**src/rtl/debounce_sync.sv**
```systemverilog
// -----------------------------------------------------------------------------
// debounce_sync
//
// Turns one raw asynchronous input (push-button or switch) into a clean,
// registered level plus single-cycle edge strobes in the clk domain.
//
// The input first passes through a 2-flop synchronizer. A 4-state debounce FSM
// then watches the synchronized value. It accepts a new level only after the
// value has held for STABLE_CYCLES consecutive clocks. Every output is
// registered.
//
// Optional feature (compile-time macro DEBOUNCE_TOGGLE_EN):
//   When defined, the block adds a toggle_out port and its register.
//   toggle_out inverts once per accepted press.
//   When undefined, neither the port nor the register exists.
//
// Parameters:
//   STABLE_CYCLES  consecutive clocks a new level must hold (legal >= 2)
//
// Ports:
//   clk         in   system clock, all logic on posedge
//   rst         in   asynchronous, active-high reset
//   din         in   raw input, asynchronous to clk, may bounce
//   db_out      out  debounced level (registered)
//   rise_pulse  out  1-cycle strobe when db_out goes 0->1
//   fall_pulse  out  1-cycle strobe when db_out goes 1->0
//   toggle_out  out  press-toggled level (only with DEBOUNCE_TOGGLE_EN)
// -----------------------------------------------------------------------------
module debounce_sync #(
  parameter int STABLE_CYCLES = 500000
) (
  input  logic clk,
  input  logic rst,
  input  logic din,
  output logic db_out,
  output logic rise_pulse,
  output logic fall_pulse
`ifdef DEBOUNCE_TOGGLE_EN
  ,
  output logic toggle_out
`endif
);

  localparam int              CNT_W   = $clog2(STABLE_CYCLES);
  localparam logic [CNT_W-1:0] CNT_MAX = CNT_W'(STABLE_CYCLES - 1);

  typedef enum logic [1:0] {
    STABLE_LO = 2'b00,
    WAIT_HI   = 2'b01,
    STABLE_HI = 2'b10,
    WAIT_LO   = 2'b11
  } state_t;

  logic             r_s0;
  logic             r_s1;
  state_t           r_state;
  logic [CNT_W-1:0] r_cnt;
  logic             r_db;
  logic             r_rise;
  logic             r_fall;
`ifdef DEBOUNCE_TOGGLE_EN
  logic             r_tog;
`endif

  // 2-flop synchronizer. Only r_s1 is allowed to feed the FSM.
  // NOTE: sequential state uses non-blocking (<=) so every flop samples the
  // pre-edge value; a blocking '=' here would collapse s0/s1 into one stage.
  always_ff @(posedge clk or posedge rst) begin
    if (rst) begin
      r_s0 <= 1'b0;
      r_s1 <= 1'b0;
    end else begin
      r_s0 <= din;
      r_s1 <= r_s0;
    end
  end

  // Debounce FSM with registered outputs. The counter is only meaningful in
  // the WAIT states. It is held at 0 elsewhere and restarts on every bounce.
  // It leaves the WAIT state when it reaches CNT_MAX, so it never wraps.
  always_ff @(posedge clk or posedge rst) begin
    if (rst) begin
      r_state <= STABLE_LO;
      r_cnt   <= '0;
      r_db    <= 1'b0;
      r_rise  <= 1'b0;
      r_fall  <= 1'b0;
`ifdef DEBOUNCE_TOGGLE_EN
      r_tog   <= 1'b0;
`endif
    end else begin
      // Strobes default low, so each lasts exactly one cycle.
      r_rise <= 1'b0;
      r_fall <= 1'b0;
      case (r_state)
        STABLE_LO: begin
          r_db  <= 1'b0;
          r_cnt <= '0;
          if (r_s1) r_state <= WAIT_HI;
        end
        WAIT_HI: begin
          if (!r_s1) begin
            r_state <= STABLE_LO;
            r_cnt   <= '0;
          end else if (r_cnt == CNT_MAX) begin
            r_state <= STABLE_HI;
            r_cnt   <= '0;
            r_db    <= 1'b1;
            r_rise  <= 1'b1;
`ifdef DEBOUNCE_TOGGLE_EN
            r_tog   <= ~r_tog;
`endif
          end else begin
            r_cnt <= r_cnt + 1'b1;
          end
        end
        STABLE_HI: begin
          r_db  <= 1'b1;
          r_cnt <= '0;
          if (!r_s1) r_state <= WAIT_LO;
        end
        WAIT_LO: begin
          if (r_s1) begin
            r_state <= STABLE_HI;
            r_cnt   <= '0;
          end else if (r_cnt == CNT_MAX) begin
            r_state <= STABLE_LO;
            r_cnt   <= '0;
            r_db    <= 1'b0;
            r_fall  <= 1'b1;
          end else begin
            r_cnt <= r_cnt + 1'b1;
          end
        end
        // Any corrupted encoding returns quietly to the safe low state.
        default: begin
          r_state <= STABLE_LO;
          r_cnt   <= '0;
          r_db    <= 1'b0;
        end
      endcase
    end
  end

  assign db_out     = r_db;
  assign rise_pulse = r_rise;
  assign fall_pulse = r_fall;
`ifdef DEBOUNCE_TOGGLE_EN
  assign toggle_out = r_tog;
`endif

endmodule

```
**config.mk**
```make
export PLATFORM = sky130hd
export DESIGN_NAME = debounce_sync
export DESIGN_NICKNAME = d
export VERILOG_FILES = /design/src/rtl/debounce_sync.sv
export SDC_FILE = /design/constraint.sdc
export NUM_CORES = 1
export LEC_CHECK = 0
export CAP_MARGIN = 20
export CORE_UTILIZATION = 35
export CTS_CLUSTER_SIZE = 30
export DETAILED_ROUTE_END_ITERATION = 16
export GPL_ROUTABILITY_DRIVEN = 0
export PLACE_DENSITY = 0.61
export REMOVE_ABC_BUFFERS = 1
export SLEW_MARGIN = 15
export SYNTH_ARGS = -nofsm -noshare
export SYNTH_HDL_FRONTEND = slang
export SYNTH_SLANG_ARGS = --single-unit
```
**constraint.sdc**
```tcl
create_clock -name clk -period 1.4 [get_ports clk]
set_input_delay 0.21 -clock clk [delete_from_list [all_inputs] [get_ports clk]]
set_output_delay 0.21 -clock clk [all_outputs]
set_load 0.02 [all_outputs]
```
==> summary.txt, run 1 <==
Yosys
  – Leading area contributor after synthesis: dfrtp_1
  – Gate count after technology mapping: 134
  – Mapped cell area: between 1000 and 1500 um^2
  – Synth top area share: 48.46%
  – Top post-synthesis cells by area: dfrtp_1 (48%), nor2_1 (7.8%), xor2_1 (5.9%), ha_1 (5.6%), xnor2_1 (5.2%)
  – Syn Area/Cell: 10.02 um^2
  – Cell variety after synth: 31
  – Flops & latches, synth: 26
  – YS warnings: 0
  – Post-synthesis sequential area ratio: roughly half

Setup path
  – Reg2reg setup slack: -0.07 ns
  – Buf+Inv Stages, Crit Path: 0
  – Instance count on the critical path: 5
  – CP Cell Sequence: ha_2, and4_4, nand4_4, a21o_1, a32o_1
  – Crit-path slowest cell: dfrtp_1
  – Max incr delay on CP: 0.37 ns
  – Worst-path maximum fanout: 7
  – CP top delay family: simple AND/OR/NAND/NOR gates
  – Startpoint types: flip-flop
  – Crit path DAT: 1.63 ns
  – Element type at the critical path end: flip-flop
  – Crit path kind: flip-flop to flip-flop
  – Data required, critical path: 1.57 ns
  – Worst reg-to-reg path cell count: 5
  – Reg-to-Reg Start: r_cnt[0]

Timing
  – Setup Viol. Count Final: 22
  – Headroom to the max-slew limit: 76.42%
  – Slew @ Worst Pin: 0.3524 ns
  – Worst Slack Setup Final: -0.06547 ns
  – Tmin final: 1.465 ns
  – Tcrit/Tclk final: 104.7%
  – Worst Skew: 0.003456 ns
  – Unrepaired setup endpoints after global routing: yes
  – Fin. Hold Viols: 0
  – Max-slew violation count: 0
  – Smallest hold slack: roughly 0.29 ns
  – Fmax: 0.6824 GHz

Drt
  – DR iter-0 viols: 48
  – Remaining DRCs: 0
  – Final ANT Viol Nets: 0
  – Drt first pass iters: 4
  – WL/cell: 12.33 um
  – Final WL: 2824 um
  – Vias per Instance: 4.738
  – Detailed-route via count: 1085

Floorplanning
  – Initial core utilization: 36.67%
  – Die Area: ~4100 um^2
  – IO Pins: 6
  – Core area: 3661 um^2
  – Die X: between 60 and 70 um
  – Cell row count: 22
  – Die height: 63.94 um

Global route
  – Tot GR Track Use: 15.13%
  – Vias in the first global route: 1106
  – GRT busiest layer: met2
  – Global-route met2 utilization: approximately 28%
  – M3 GR Usage: 2.143%
  – Largest net degree at the start of global routing: 27
  – Initial antenna violation count: 0
  – Total congestion overflow: 0
  – Met1 Usage GRT: 18.36%
  – First-pass GRT wire length: 4740 um

Final layout
  – Area Overhead vs Synth: 43.34%
  – Filler instances: 324
  – Register area: ~650 um^2
  – Final Non-Filler Cells: 229
  – Util after Layout: between 50% and 60%
  – Share of post-route cells with drive strength above 1: approximately two fifths
  – Most common cell after layout, fill and taps aside: buf_4
  – N_diodes: 0
  – Post-route cell area: 1924 um^2
  – Multi-input logic area: 772.0 um^2
  – Most frequent cells in the layout: buf_4 (33), nor2_1 (28), dfrtp_1 (25), nand2_1 (11), xor2_1 (9)
  – Layout net count: 191

Power
  – Peak supply drop: just over 0.9 mV
  – PwrDens: between 1000 and 1500 nW/um^2
  – P_leak: 0.8645 nW

Place
  – Dpl hpwl: 1973 um
  – Cell count after placement: 216
  – Pre-CTS setup slack: -0.1577 ns
  – Port Buf Inserts: 5
  – Area after DPL: 1679 um^2

Status
  – Failing checks: setup timing
  – Run status: complete, but fails checks

Run
  – Max Cap Violations: 0

Worst hold path
  – Hold Crit Class: input port to asynchronous set/reset pin

Clock network
  – Worst skew pair latency: roughly 0.27 ns
  – H-Tree Depth: 1
  – Clock Root Buffer: clkbuf_8
  – # hold bufs at CTS: 0
  – Clock slew at reported path FFs: 0.09 ns
  – Clk buf depth: 2
  – Number of buffers created by CTS: 3
  – CTS sink cnt: 26
  – CTS tree: yes
==> sequential cells by signal (all words and copies together), names as in the netlist, named ones only <==
signal	cells
rise_pulse	1
r_s1	1
r_cnt	19
r_s0	1
db_out	1
r_state	1
fall_pulse	1
==> where the power goes <==
group | switching (mW) | internal, mW
combinational | 0.440 | 0.521
sequential | 0.0821 | 0.825
clock | 0.231 | 0.251
==> through the flow <==
stage               setup TNS, ns  total power [mW]
global route               -1.985             2.508
global placement           -1.340             1.657
finish                    -0.5069             2.351
CTS                       -0.2956             2.344
detailed placement         -1.911             1.699
floorplan                  -1.073             1.337
==> worst max path at each step <==
stage               startpoint         to  slack [ns]
CTS                   r_cnt[0]  flip-flop       -0.07
floorplan             r_cnt[9]  flip-flop       -0.12
finish                r_cnt[0]  flip-flop       -0.07
detailed placement    r_cnt[9]  flip-flop       -0.16
global placement      r_cnt[9]  flip-flop       -0.13
global route         r_cnt[16]  flip-flop       -0.13
==> final cells by class <==
| type | instances | area share, % |
|---|---|---|
| multi-input cells | 103 | 40.12 |
| clock buffers | 4 | 2.861 |
| well taps | 48 | 3.121 |
| flip-flops and latches | 26 | 33.88 |
| repair buffers | 44 | 19.25 |
| inverters | 4 | 0.7802 |
==> layer usage <==
metal | wire [um] | share of wire (%)
met2 | 1484 | 53
met1 | 1276 | 45
met5 | 0 | 0
met3 | 31 | 1.1
met4 | 31 | 1.1
==> cell families after synthesis <==
| kind of cell | after synthesis | synth area share [%] |
|---|---|---|
| flops | 26 | 48.46 |
| compound gates | 7 | 3.635 |
| simple gates | 71 | 27.68 |
| fa+ha+maj | 6 | 5.592 |
| xor+xnor | 17 | 11.09 |
| buf+inv | 5 | 1.957 |
| mux | 2 | 1.584 |
==> worst register-to-register path: stages, from the launching register on <==
cell	delay, ns
dfrtp_1	0.37
ha_2	0.18
and4_4	0.26
nand4_4	0.17
a21o_1	0.20
a32o_1	0.19
==> synth_stat cells (all sizes together) <==
library cell and number:
a32o 1, and3 4, a21oi 2, ha 6
nor2 28, nand2b 2, xor2 9, nand3 9
nand4 3, mux2 1, a21o 2, inv 4
dfrtp 26, nand2 14, and4 2, mux2i 1
xnor2 8, buf 1, o21ai 1, and2b 1
nor3 5, nor4b 1, o21bai 1, nor4 2
==> what timing repair did <==
item | in CTS | in global routing
gates cloned | 0 | 0
pin swaps | 10 | 5
setup buffers | 4 | 5
gates resized for setup | 26 | 5
setup endpoints to repair | 26 | 23
Power figures use the tool's default switching activity.
==> run 2, diff against run 1 <==
CORE_ASPECT_RATIO = 0.9   (was default)
==> summary.txt, run 2 (synthesized netlist as in run 1, its figures left out) <==
Clock network
  – Clock Root Buffer: clkbuf_8 (unchanged)
  – CTS tree: yes (unchanged)
  – Number of buffers created by CTS: 3 (unchanged)
  – Worst skew pair latency: 0.27 ns (about the same)
  – Clk buf depth: 2 (unchanged)
  – Clock slew at reported path FFs: 0.09 ns (about the same)
  – CTS sink cnt: 26 (unchanged)
  – H-Tree Depth: 1 (unchanged)
  – # hold bufs at CTS: 0 (unchanged)

Floorplanning
  – IO Pins: 6 (unchanged)
  – Initial core utilization: 38.05% (was 36.67%)
  – Die X: 67.29 um (was 63.94 um)
  – Die Area: 4088 um^2 (about the same)
  – Cell row count: 20 (was 22)
  – Die height: 60.76 um (was 63.94 um)
  – Core area: 3528 um^2 (was 3661 um^2)

Power
  – P_leak: 0.9091 nW (was 0.8645 nW)
  – Final Power: 2.556 mW (was 2.351 mW)
  – PwrDens: 1234 nW/um^2 (was 1222 nW/um^2)
  – Peak supply drop: 0.8441 mV (was 0.9230 mV)

Setup path
  – CP top delay family: simple AND/OR/NAND/NOR gates (unchanged)
  – Crit-path slowest cell: dfrtp_1 (unchanged)
  – Worst-path maximum fanout: 4 (was 7)
  – CP Cell Sequence: ha_2, and4_4, nand3_4, nor3_2, xnor2_2, nor2_4 (was ha_2, and4_4, nand4_4, a21o_1, a32o_1)
  – Data required, critical path: 1.57 ns (about the same)
  – Element type at the critical path end: flip-flop (unchanged)
  – Crit path kind: flip-flop to flip-flop (unchanged)
  – Crit path DAT: 1.70 ns (was 1.63 ns)
  – Startpoint types: flip-flop (unchanged)
  – Buf+Inv Stages, Crit Path: 0 (unchanged)
  – Max incr delay on CP: 0.36 ns (was 0.37 ns)

Drt
  – DR iter-0 viols: 64 (was 48)
  – Vias per Instance: 4.942 (was 4.738)
  – Detailed-route via count: 1117 (was 1085)
  – Remaining DRCs: 0 (unchanged)
  – Drt first pass iters: 4 (unchanged)
  – Final ANT Viol Nets: 0 (unchanged)
  – Final WL: 3334 um (was 2824 um)
  – WL/cell: 14.75 um (was 12.33 um)

Timing
  – Smallest hold slack: 0.2838 ns (was 0.2858 ns)
  – Fmax: 0.6541 GHz (was 0.6824 GHz)
  – Unrepaired setup endpoints after global routing: yes (unchanged)
  – Max-slew violation count: 0 (unchanged)
  – Headroom to the max-slew limit: 75.69% (was 76.42%)
  – Slew @ Worst Pin: 0.3619 ns (was 0.3524 ns)
  – Fin. Hold Viols: 0 (unchanged)
  – Tcrit/Tclk final: 109.2% (was 104.7%)
  – Worst Skew: 0.003953 ns (was 0.003456 ns)
  – Worst Slack Setup Final: -0.1288 ns (was -0.06547 ns)
  – Setup Viol. Count Final: 21 (was 22)
  – Tmin final: 1.529 ns (was 1.465 ns)

Global route
  – Tot GR Track Use: 16.63% (was 15.13%)
  – Vias in the first global route: 1165 (was 1106)
  – Initial antenna violation count: 0 (unchanged)
  – First-pass GRT wire length: 5085 um (was 4740 um)
  – Total congestion overflow: 0 (unchanged)
  – Largest net degree at the start of global routing: 27 (unchanged)

Place
  – Dpl hpwl: 1963 um (was 1973 um)
  – Port Buf Inserts: 5 (unchanged)

Status
  – Run status: complete, but fails checks (unchanged)
  – Failing checks: setup timing (unchanged)

Final layout
  – Largest Register: r_cnt (unchanged)
  – Filler instances: 288 (was 324)
  – Most frequent cells in the layout: buf_4 (32), dfrtp_1 (25), nand2_1 (11), nor2_4 (10) (was buf_4 (33), nor2_1 (28), dfrtp_1 (25), nand2_1 (11), xor2_1 (9))
  – Most common cell after layout, fill and taps aside: buf_4 (unchanged)
  – Number of flip-flops in the largest register: 19 (unchanged)
  – N_diodes: 0 (unchanged)
  – Area Overhead vs Synth: 54.24% (was 43.34%)
  – Layout net count: 192 (was 191)
  – Share of post-route cells with drive strength above 1: 48.90% (was 38.67%)

Worst hold path
  – Hold Crit Class: input port to asynchronous set/reset pin (unchanged)

Run
  – Max Cap Violations: 0 (unchanged)
## run 2: cell types whose count changed in the layout (fill, tap and decap cells not counted), sizes merged
| cell | delta |
|---|---|
| clkbuf | +2 |
| buf | -1 |
## run 2: per-stage QoR
stage                     TNS [ns]  area (um^2)  worst slack, ns  cells  util [%]
after floorplan             -1.073         1331          -0.1155    133         -
after global placement      -1.198         1697          -0.1154    215     48.09
after detailed placement    -2.142         1697          -0.1785    215     48.09
after CTS                  -0.4434         1826         -0.07721    221     51.74
after global routing        -3.414         2071          -0.1977    226     58.69
final                       -1.608         2071          -0.1288    226     58.69
## run 2: final timing paths
check,from,endpoint,slack [ns],cells after the start
worst min register to register,r_s0,r_s1,0.35,0
min in group clk,r_s0,r_s1,0.35,0
worst max register to register,r_cnt[1],r_cnt[14],-0.13,6
worst min-delay path,rst,r_state[0],0.28,3
worst max-delay path,r_cnt[1],r_cnt[14],-0.13,6
max in group asynchronous,rst,r_cnt[5],0.85,3
## run 2: cell type report
type | instances | area (um^2) | area share [%]
sequential | 26 | 651.9 | 31.48
timing repair buffer | 45 | 412.9 | 19.94
clock buffer | 4 | 55.05 | 2.659
multi-input combinational | 103 | 880.8 | 42.54
tap | 44 | 55.05 | 2.659
inverter | 4 | 15.01 | 0.7251
## run 2: tightest hold or removal path, stage by stage
cell	delay [ns]
clkdlybuf4s50_1	0.39
inv_1	0.05
buf_4	0.31
## run 2: per-layer routing
| metal | wire length (um) | GRT usage (%) | up-vias |
|---|---|---|---|
| li1 | - | - | 542 |
| met1 | 1414 | 19.32 | 557 |
| met2 | 1796 | 29.86 | 12 |
| met3 | 60 | 3.759 | 6 |
| met4 | 62 | 6.383 | 0 |
| met5 | 0 | 0 | - |
## run 2: timing repair
item | 4_1_cts | 5_1_grt
gates resized for setup | 15 | 44
setup buffers | 2 | 4
pin swaps | 9 | 20
setup endpoints to repair | 27 | 22
cloned | 0 | 3
## run 2: power by group
| part | internal, mW | total (mW) | switching, mW |
|---|---|---|---|
| Combinational | 0.607 | 1.18 | 0.571 |
| Clock | 0.252 | 0.494 | 0.243 |
| Sequential | 0.822 | 0.884 | 0.0620 |
| Total | 1.68 | 2.56 | 0.876 |
